`src/rtl/joy_serial_tx.sv`:
```
// rtl/joy_serial_tx.sv - serial joystick link transmitter (parallel-in/serial-out emulation)
//
// Captures two 6-button joystick ports as a 16-bit active-low frame while the
// host load strobe is low, then shifts the frame out MSB-first, one bit per
// synchronised rising edge of the host shift clock.
//
// Optional feature macro: JOY_SERIAL_TX_DEBOUNCE_EN adds a per-button debounce
// filter of DEBOUNCE_CYCLES stable samples; without it buttons are only
// synchronised.
//
// Ports:
//   clk_i         system clock
//   res_n_i       synchronous active-low reset
//   joy_load_i    host load strobe (low = load, high = shift enabled), async
//   joy_clk_i     host shift clock, async; each rising edge shifts one bit
//   joy1_n_i      port 1 buttons {fire2, fire1, up, down, left, right}, active-low
//   joy2_n_i      port 2 buttons, same order
//   joy_data_o    serial data, registered copy of the frame MSB
//   frame_done_o  one-cycle pulse on the 16th shift
//   bit_cnt_o     bits shifted since the last load, saturating at 16

module joy_serial_tx #(
    parameter int DEBOUNCE_CYCLES = 4096
) (
    input  logic       clk_i,
    input  logic       res_n_i,
    input  logic       joy_load_i,
    input  logic       joy_clk_i,
    input  logic [5:0] joy1_n_i,
    input  logic [5:0] joy2_n_i,
    output logic       joy_data_o,
    output logic       frame_done_o,
    output logic [4:0] bit_cnt_o
);

    typedef enum logic [1:0] {IDLE, LOAD, SHIFT, DONE} state_t;

    state_t      state;
    logic        load_s1, load_s2, load_s3;
    logic        clk_s1, clk_s2, clk_s3;
    logic [11:0] btn_s1, btn_s2;
    logic [11:0] btn;
    logic [15:0] shift_reg;
    logic [15:0] frame;
    logic [4:0]  bit_cnt;
    logic        frame_done;
    logic        data;
    logic        clk_rise;

    // Host strobes: two synchroniser stages plus one edge-detect stage.
    always_ff @(posedge clk_i) begin
        if (!res_n_i) begin
            load_s1 <= 1'b1;
            load_s2 <= 1'b1;
            load_s3 <= 1'b1;
            clk_s1  <= 1'b1;
            clk_s2  <= 1'b1;
            clk_s3  <= 1'b1;
            btn_s1  <= '1;
            btn_s2  <= '1;
        end else begin
            load_s1 <= joy_load_i;
            load_s2 <= load_s1;
            load_s3 <= load_s2;
            clk_s1  <= joy_clk_i;
            clk_s2  <= clk_s1;
            clk_s3  <= clk_s2;
            btn_s1  <= {joy1_n_i, joy2_n_i};
            btn_s2  <= btn_s1;
        end
    end

    assign clk_rise = clk_s2 & ~clk_s3;

`ifdef JOY_SERIAL_TX_DEBOUNCE_EN
    localparam int CW = $clog2(DEBOUNCE_CYCLES) + 1;

    logic [11:0]   btn_db;
    logic [CW-1:0] db_cnt [12];

    // The counter runs only while the synchronised input disagrees with the
    // accepted value; any agreeing sample restarts the stability window.
    always_ff @(posedge clk_i) begin
        if (!res_n_i) begin
            btn_db <= '1;
            for (int i = 0; i < 12; i++) begin
                db_cnt[i] <= '0;
            end
        end else begin
            for (int i = 0; i < 12; i++) begin
                if (btn_s2[i] == btn_db[i]) begin
                    db_cnt[i] <= '0;
                end else if (db_cnt[i] == CW'(DEBOUNCE_CYCLES - 1)) begin
                    btn_db[i] <= btn_s2[i];
                    db_cnt[i] <= '0;
                end else begin
                    db_cnt[i] <= db_cnt[i] + 1'b1;
                end
            end
        end
    end

    assign btn = btn_db;
`else
    assign btn = btn_s2;
`endif

    // btn[11:6] = joy1, btn[5:0] = joy2, each {fire2, fire1, up, down, left, right}.
    assign frame = {btn[9], btn[8], btn[7], btn[6], btn[10], btn[11], 2'b11,
                    btn[3], btn[2], btn[1], btn[0], btn[4],  btn[5],  2'b11};

    always_ff @(posedge clk_i) begin
        if (!res_n_i) begin
            state      <= IDLE;
            shift_reg  <= 16'hFFFF;
            bit_cnt    <= 5'd0;
            frame_done <= 1'b0;
            data       <= 1'b1;
        end else begin
            frame_done <= 1'b0;
            data       <= shift_reg[15];
            // Load low wins over any coincident clock edge.
            if (!load_s2) begin
                state     <= LOAD;
                shift_reg <= frame;
                bit_cnt   <= 5'd0;
            end else begin
                case (state)
                    IDLE: ;
                    LOAD, SHIFT: begin
                        if (state == LOAD && !load_s3) begin
                            state <= SHIFT;
                        end
                        if (clk_rise) begin
                            shift_reg <= {shift_reg[14:0], 1'b1};
                            bit_cnt   <= bit_cnt + 5'd1;
                            if (bit_cnt == 5'd15) begin
                                frame_done <= 1'b1;
                                state      <= DONE;
                            end
                        end
                    end
                    DONE: begin
                        if (clk_rise) begin
                            shift_reg <= {shift_reg[14:0], 1'b1};
                        end
                    end
                    default: state <= IDLE;
                endcase
            end
        end
    end

    assign joy_data_o   = data;
    assign frame_done_o = frame_done;
    assign bit_cnt_o    = bit_cnt;

endmodule

```
`config.mk`:
```
export PLATFORM = sky130hd
export DESIGN_NAME = joy_serial_tx
export DESIGN_NICKNAME = d
export VERILOG_FILES = /design/src/rtl/joy_serial_tx.sv
export SDC_FILE = /design/constraint.sdc
export NUM_CORES = 1
export LEC_CHECK = 0
export CORE_UTILIZATION = 57
export DETAILED_ROUTE_END_ITERATION = 8
export MAX_ROUTING_LAYER = met4
export PLACE_DENSITY = 0.82
export SYNTH_ARGS = -nofsm -noshare
export SYNTH_HDL_FRONTEND = slang
export SYNTH_SLANG_ARGS = --single-unit
```
`constraint.sdc`:
```
create_clock -name clk_i -period 4 [get_ports clk_i]
set_input_delay 0.6 -clock clk_i [delete_from_list [all_inputs] [get_ports clk_i]]
set_output_delay 0.6 -clock clk_i [all_outputs]
set_load 0.02 [all_outputs]
```
Yosys cells after proc, flatten, opt, wreduce, memory -nomap -nowiden. Cells that the tools add are included.

Bits in registers: 53. Word-level logic and storage cells: 43.

$add $sub $neg: 1. Eq/ne operators: 7. Muxes and demuxes: 9. Bitwise gates (word level): 2. Reductions and logical operators: 9.

Operators by type and width (count): $mux 16 (3); $reduce_and 2->1 (4); $mux 2 (3); $add 5x1->5 const B (1); $eq 5x4->1 const B (1); $eq 2x2->1 const B (2); $ne 2x1->1 const B (2); $reduce_and 4->1 (1); $mux 1 (3); $reduce_or 3->1 (1); $eq 2x1->1 const B (1); $ne 2x2->1 const B (1); $reduce_or 2->1 (1); $and 1x1->1 (1); $logic_and 1x1->1 (1); $logic_not 1->1 (1); $not 1->1 (1).

Longest topological paths before layout.
Word-level depth: 7. Depth in mapped cells: 6. Mapped depth without buffers: 5.

Worst setup path before layout. No wires, ideal clock.

Path type: input to register. Start: in res_n_i. End: reg shift_reg[12]. Library setup time: 0.118 ns. Data arrival time: 1.251 ns. Required time: 3.882 ns. Path slack: 2.631 ns. Stages on the path: 5. Cells stage by stage: clkbuf_2 > nand2_2 > buf_2 > a21oi_1 > a21oi_2.

RTL lines: start, declared (RTL line 26) `input logic res_n_i,`; end signal, assigned (RTL line 125) `shift_reg <= frame;`; end signal, assigned (RTL line 135) `shift_reg <= {shift_reg[14:0], 1'b1};`; end signal, assigned (RTL line 145) `shift_reg <= {shift_reg[14:0], 1'b1};`; end, declared (RTL line 43) `logic [15:0] shift_reg;`.

Worst setup path in the final report.
Start: reg bit_cnt[2] (netlist: bit_cnt_o[2]). End: out bit_cnt_o[2].

RTL lines: start, declared (RTL line 45) `logic [4:0] bit_cnt;`; start signal, assigned (RTL line 136) `bit_cnt <= bit_cnt + 5'd1;`; end, declared (RTL line 33) `output logic [4:0] bit_cnt_o`.

No word-level cell between the ends.

==> flow_summary.json <==
{
  "route.antenna.remaining_nets": 0,
  "yosysMostFrequentCell": "sky130_fd_sc_hd__dfxtp_1",
  "post-synth-top-area-fraction_pct": 58.56,
  "drt-vias-per-instance": 4.809,
  "setup_viol_count_final": 0,
  "critical_path.reg2reg.startpoint": "state[0]$_SDFFE_PN0P_",
  "totalPowerFinal_uw": 822.2,
  "route.detailed.wl_per_inst_um": 11.51,
  "synth.cell_area_sq_mm": 0.001812,
  "global_route_wire_length_before_repair_um": 4692,
  "h-tree-depth": 2,
  "final_min_period_over_clock_period_pct": 50.09,
  "top_level_ports": 23,
  "setup_total_negative_slack_ps": 0,
  "timing.slew.headroom_pct": 47.31,
  "holdBufCountCts": 0,
  "timing.hold.worst.class": "reg -> reg",
  "detailroute.wirelength.met2_um": 1440,
  "power.switching_uw": 181.2,
  "met3_wirelength_um": 105,
  "post-cts-setup-buffers": 0,
  "area_delta_synth_final_pct": 15.54,
  "synth-edff-count": 0,
  "synth_fp_nets": 200,
  "timing.critical_path.depth": 1,
  "start_util_pct": 59.83,
  "initial_antenna_violation_count": 0,
  "num_rows": 20,
  "detailroute.via_count": 1183,
  "ff2ff_setup_slack_ps": 2260,
  "ys.warnings.count": 0,
  "cts.sinks": 53,
  "endpoint": "bit_cnt_o[2]",
  "path_max_fanout": 4,
  "pwr-share-seq_pct": 67.0,
  "timing.critical_path.to_type": "primary output",
  "drc": 0,
  "gp_routability_congestion": 0.7613,
  "yosysUniqueCellTypes": 31,
  "dr.max_layer_used": "met3",
  "first_global_vias": 1149,
  "grt-ovfl-total": 0,
  "drv_slew": 0,
  "post-synth-top-area-cell": "sky130_fd_sc_hd__dfxtp_1",
  "fin_worst_skew_ps": 10.45,
  "clkSlewWorstSetupHoldPaths_ps": 140,
  "design.final.nets": 221,
  "setup_repair_after_global_routing_missed_its_margin": "false",
  "share_of_layout_cells_above_drive_strength_1_pct": 9.406,
  "yosys_most_used_dff": "sky130_fd_sc_hd__dfxtp_1",
  "yosysSeqAreaShare_pct": 58.56,
  "max_clock_freq_ghz": 0.4991,
  "core_sq_mm": 0.003028,
  "max_cap_viol_count": 0,
  "place_hpwl_um": 2012,
  "tritoncts": "done",
  "p_per_area_mw_per_mm2": 392.8,
  "cts-buffers-inserted": 5,
  "combinationalPowerShare_pct": 5.8,
  "rr_worst_depth": 5,
  "chip_width_um": 58.38,
  "drt_pre_antenna_iters": 4,
  "drt_iter0_drc": 42,
  "grt_use_total_pct": 19.10,
  "netlist_instances": 180,
  "cts_root_buf": "sky130_fd_sc_hd__clkbuf_4",
  "rr_endpoint": "shift_reg[12]$_SDFFE_PN1P_",
  "layout.cell_area.non_filler_sq_mm": 0.002093,
  "p_leak_nw": 0.8527,
  "p_sw_share_pct": 22.03,
  "insertedDiodeCount": 0,
  "cts-root-to-sink-buffers": 2,
  "postCtsResizedCells": 0,
  "startpoint_type": "flop",
  "drt_wl_total_um": 2831,
  "flip_flop_count_of_the_largest_register_all_copies_and_words_added": 14,
  "criticalPathCategory": "reg -> out",
  "finalWorstPathRequiredPeriod_ps": 2004,
  "report.final.hold_viol_count": 0,
  "yosys-top-cells-count": "53 x sky130_fd_sc_hd__dfxtp_1, 32 x sky130_fd_sc_hd__nand2b_1, 18 x sky130_fd_sc_hd__nand2_1",
  "slew_worst_pin_ps": 786.9,
  "postSynthRegisterBits": 53,
  "worst_ir_drop_vdd_mv": 0.2697,
  "timing.critical_path.cells": "clkdlybuf4s50_1",
  "grt_max_degree": 37,
  "dpl-instance-area_sq_mm": 0.002041,
  "worstPathBufferInverterCount": 1,
  "die_height_um": 58.38,
  "syn_avg_cell_area_sq_um": 10.07,
  "io_buffer_count": 22,
  "synth_top_cells_by_area": "sky130_fd_sc_hd__dfxtp_1 59%, sky130_fd_sc_hd__nand2b_1 11%, sky130_fd_sc_hd__a21oi_2 3.9%",
  "synthArstFlopShare_pct": 0,
  "utilization_pct": 69.13,
  "routed_met1_length_um": 1285,
  "critical-path-top-delay-family": "buffers and inverters",
  "critical_path_arrival_ps": 1400,
  "slowest_delay_ps": 630,
  "power.clock.fraction_pct": 27.2,
  "worst_path_max_delay_cell": "sky130_fd_sc_hd__clkdlybuf4s50_1",
  "critPathRequiredTime_ps": 3400,
  "clock_insertion_delay_worst_skew_ps": 360,
  "outcome": "complete, no violations",
  "worst_setup_path_startpoint": "bit_cnt_o[2]$_SDFFE_PP0P_",
  "internal_power_uw": 641.0,
  "die-area_sq_mm": 0.003408
}
-- power by group through the flow --
stage	Combinational, mW	Clock (mW)	Sequential [mW]
after floorplan	0.0296	0	0.560
after global placement	0.0465	0	0.562
after detailed placement	0.0484	0	0.562
after CTS	0.0485	0.231	0.551
after global routing	0.0535	0.258	0.552
final	0.0479	0.224	0.550
-- cell families (layout without fill, tap and decap cells) --
logic type | after synthesis | in the layout | share of synthesized area (%)
DFF | 53 | 53 | 58.56
muxes | 2 | 2 | 1.105
and+or+nand+nor | 79 | 79 | 23.27
adders and majority gates | 4 | 4 | 2.763
AOI/OAI and AO/OA | 27 | 27 | 9.531
buffers and inverters | 13 | 35 | 3.797
xor gates and xnor gates | 2 | 2 | 0.9670
-- worst register-to-register path, cell delays in order, from the launching register on --
cell and delay (ps):
sky130_fd_sc_hd__dfxtp_1 370, sky130_fd_sc_hd__inv_1 50, sky130_fd_sc_hd__ha_1 220, sky130_fd_sc_hd__nor3b_2 670, sky130_fd_sc_hd__a21oi_1 210, sky130_fd_sc_hd__a21oi_2 170
-- metrics by stage --
| stage | hold slack, ps | setup slack [ps] | std cells |
|---|---|---|---|
| global placement | 389.4 | 1921 | 238 |
| CTS | 428.0 | 1962 | 246 |
| detailed placement | 396.1 | 1891 | 238 |
| floorplan | 386.3 | 2631 | 180 |
| global route | 439.5 | 1921 | 246 |
| finish | 420.5 | 1996 | 246 |
-- final cells by class --
cell class / instances / area [sq um]
Tap cell: 44 / 55.05
Clock inverter: 1 / 7.507
Inverter: 4 / 15.01
Timing Repair Buffer: 23 / 227.7
Fill cell: 242 / 934.6
Sequential cell: 53 / 1061
Multi-Input combinational cell: 114 / 681.9
Clock buffer: 7 / 45.04
-- placed cells by master, fill, tap and decap left out --
cell                              count
sky130_fd_sc_hd__dfxtp_1             53
sky130_fd_sc_hd__nand2b_1            32
sky130_fd_sc_hd__clkdlybuf4s50_1     22
sky130_fd_sc_hd__nand2_1             18
sky130_fd_sc_hd__nor2_1              17
sky130_fd_sc_hd__a21oi_1             13
sky130_fd_sc_hd__a21oi_2              8
sky130_fd_sc_hd__clkbuf_4             5
sky130_fd_sc_hd__inv_1                4
sky130_fd_sc_hd__ha_1                 4
sky130_fd_sc_hd__mux2i_1              2
sky130_fd_sc_hd__nand3_1              2
sky130_fd_sc_hd__a31oi_1              2
sky130_fd_sc_hd__o21ai_0              2
sky130_fd_sc_hd__clkbuf_1             2
sky130_fd_sc_hd__and3_1               1
sky130_fd_sc_hd__nand2_2              1
sky130_fd_sc_hd__nand4b_1             1
sky130_fd_sc_hd__xor2_1               1
sky130_fd_sc_hd__and3b_1              1
sky130_fd_sc_hd__xnor2_1              1
sky130_fd_sc_hd__and2_1               1
sky130_fd_sc_hd__nor3b_2              1
sky130_fd_sc_hd__or3b_4               1
sky130_fd_sc_hd__or2_2                1
sky130_fd_sc_hd__a211oi_1             1
sky130_fd_sc_hd__a22oi_1              1
sky130_fd_sc_hd__nor3b_1              1
sky130_fd_sc_hd__nand4_1              1
sky130_fd_sc_hd__clkinvlp_4           1
sky130_fd_sc_hd__buf_4                1
-- routing by layer --
| metal | up-vias | GRT usage, % |
|---|---|---|
| met5 | - | - |
| met4 | 0 | 5.442 |
| met3 | 0 | 6.813 |
| met2 | 21 | 34.32 |
| met1 | 543 | 19.57 |
| li1 | 619 | - |
-- worst min-delay path by stage --
stage	slack [ps]	startpoint	endpoint	depth (start not counted)
floorplan	390	btn_s1[0]$_SDFF_PN1_	btn[0]$_SDFF_PN1_	1
global placement	390	load_s1$_SDFF_PN1_	load_s2$_SDFF_PN1_	1
detailed placement	400	btn_s1[2]$_SDFF_PN1_	btn[2]$_SDFF_PN1_	1
CTS	430	btn_s1[2]$_SDFF_PN1_	btn[2]$_SDFF_PN1_	1
global route	440	btn_s1[2]$_SDFF_PN1_	btn[2]$_SDFF_PN1_	1
finish	420	btn_s1[9]$_SDFF_PN1_	btn[9]$_SDFF_PN1_	1
(Power assumes the default switching activity.)
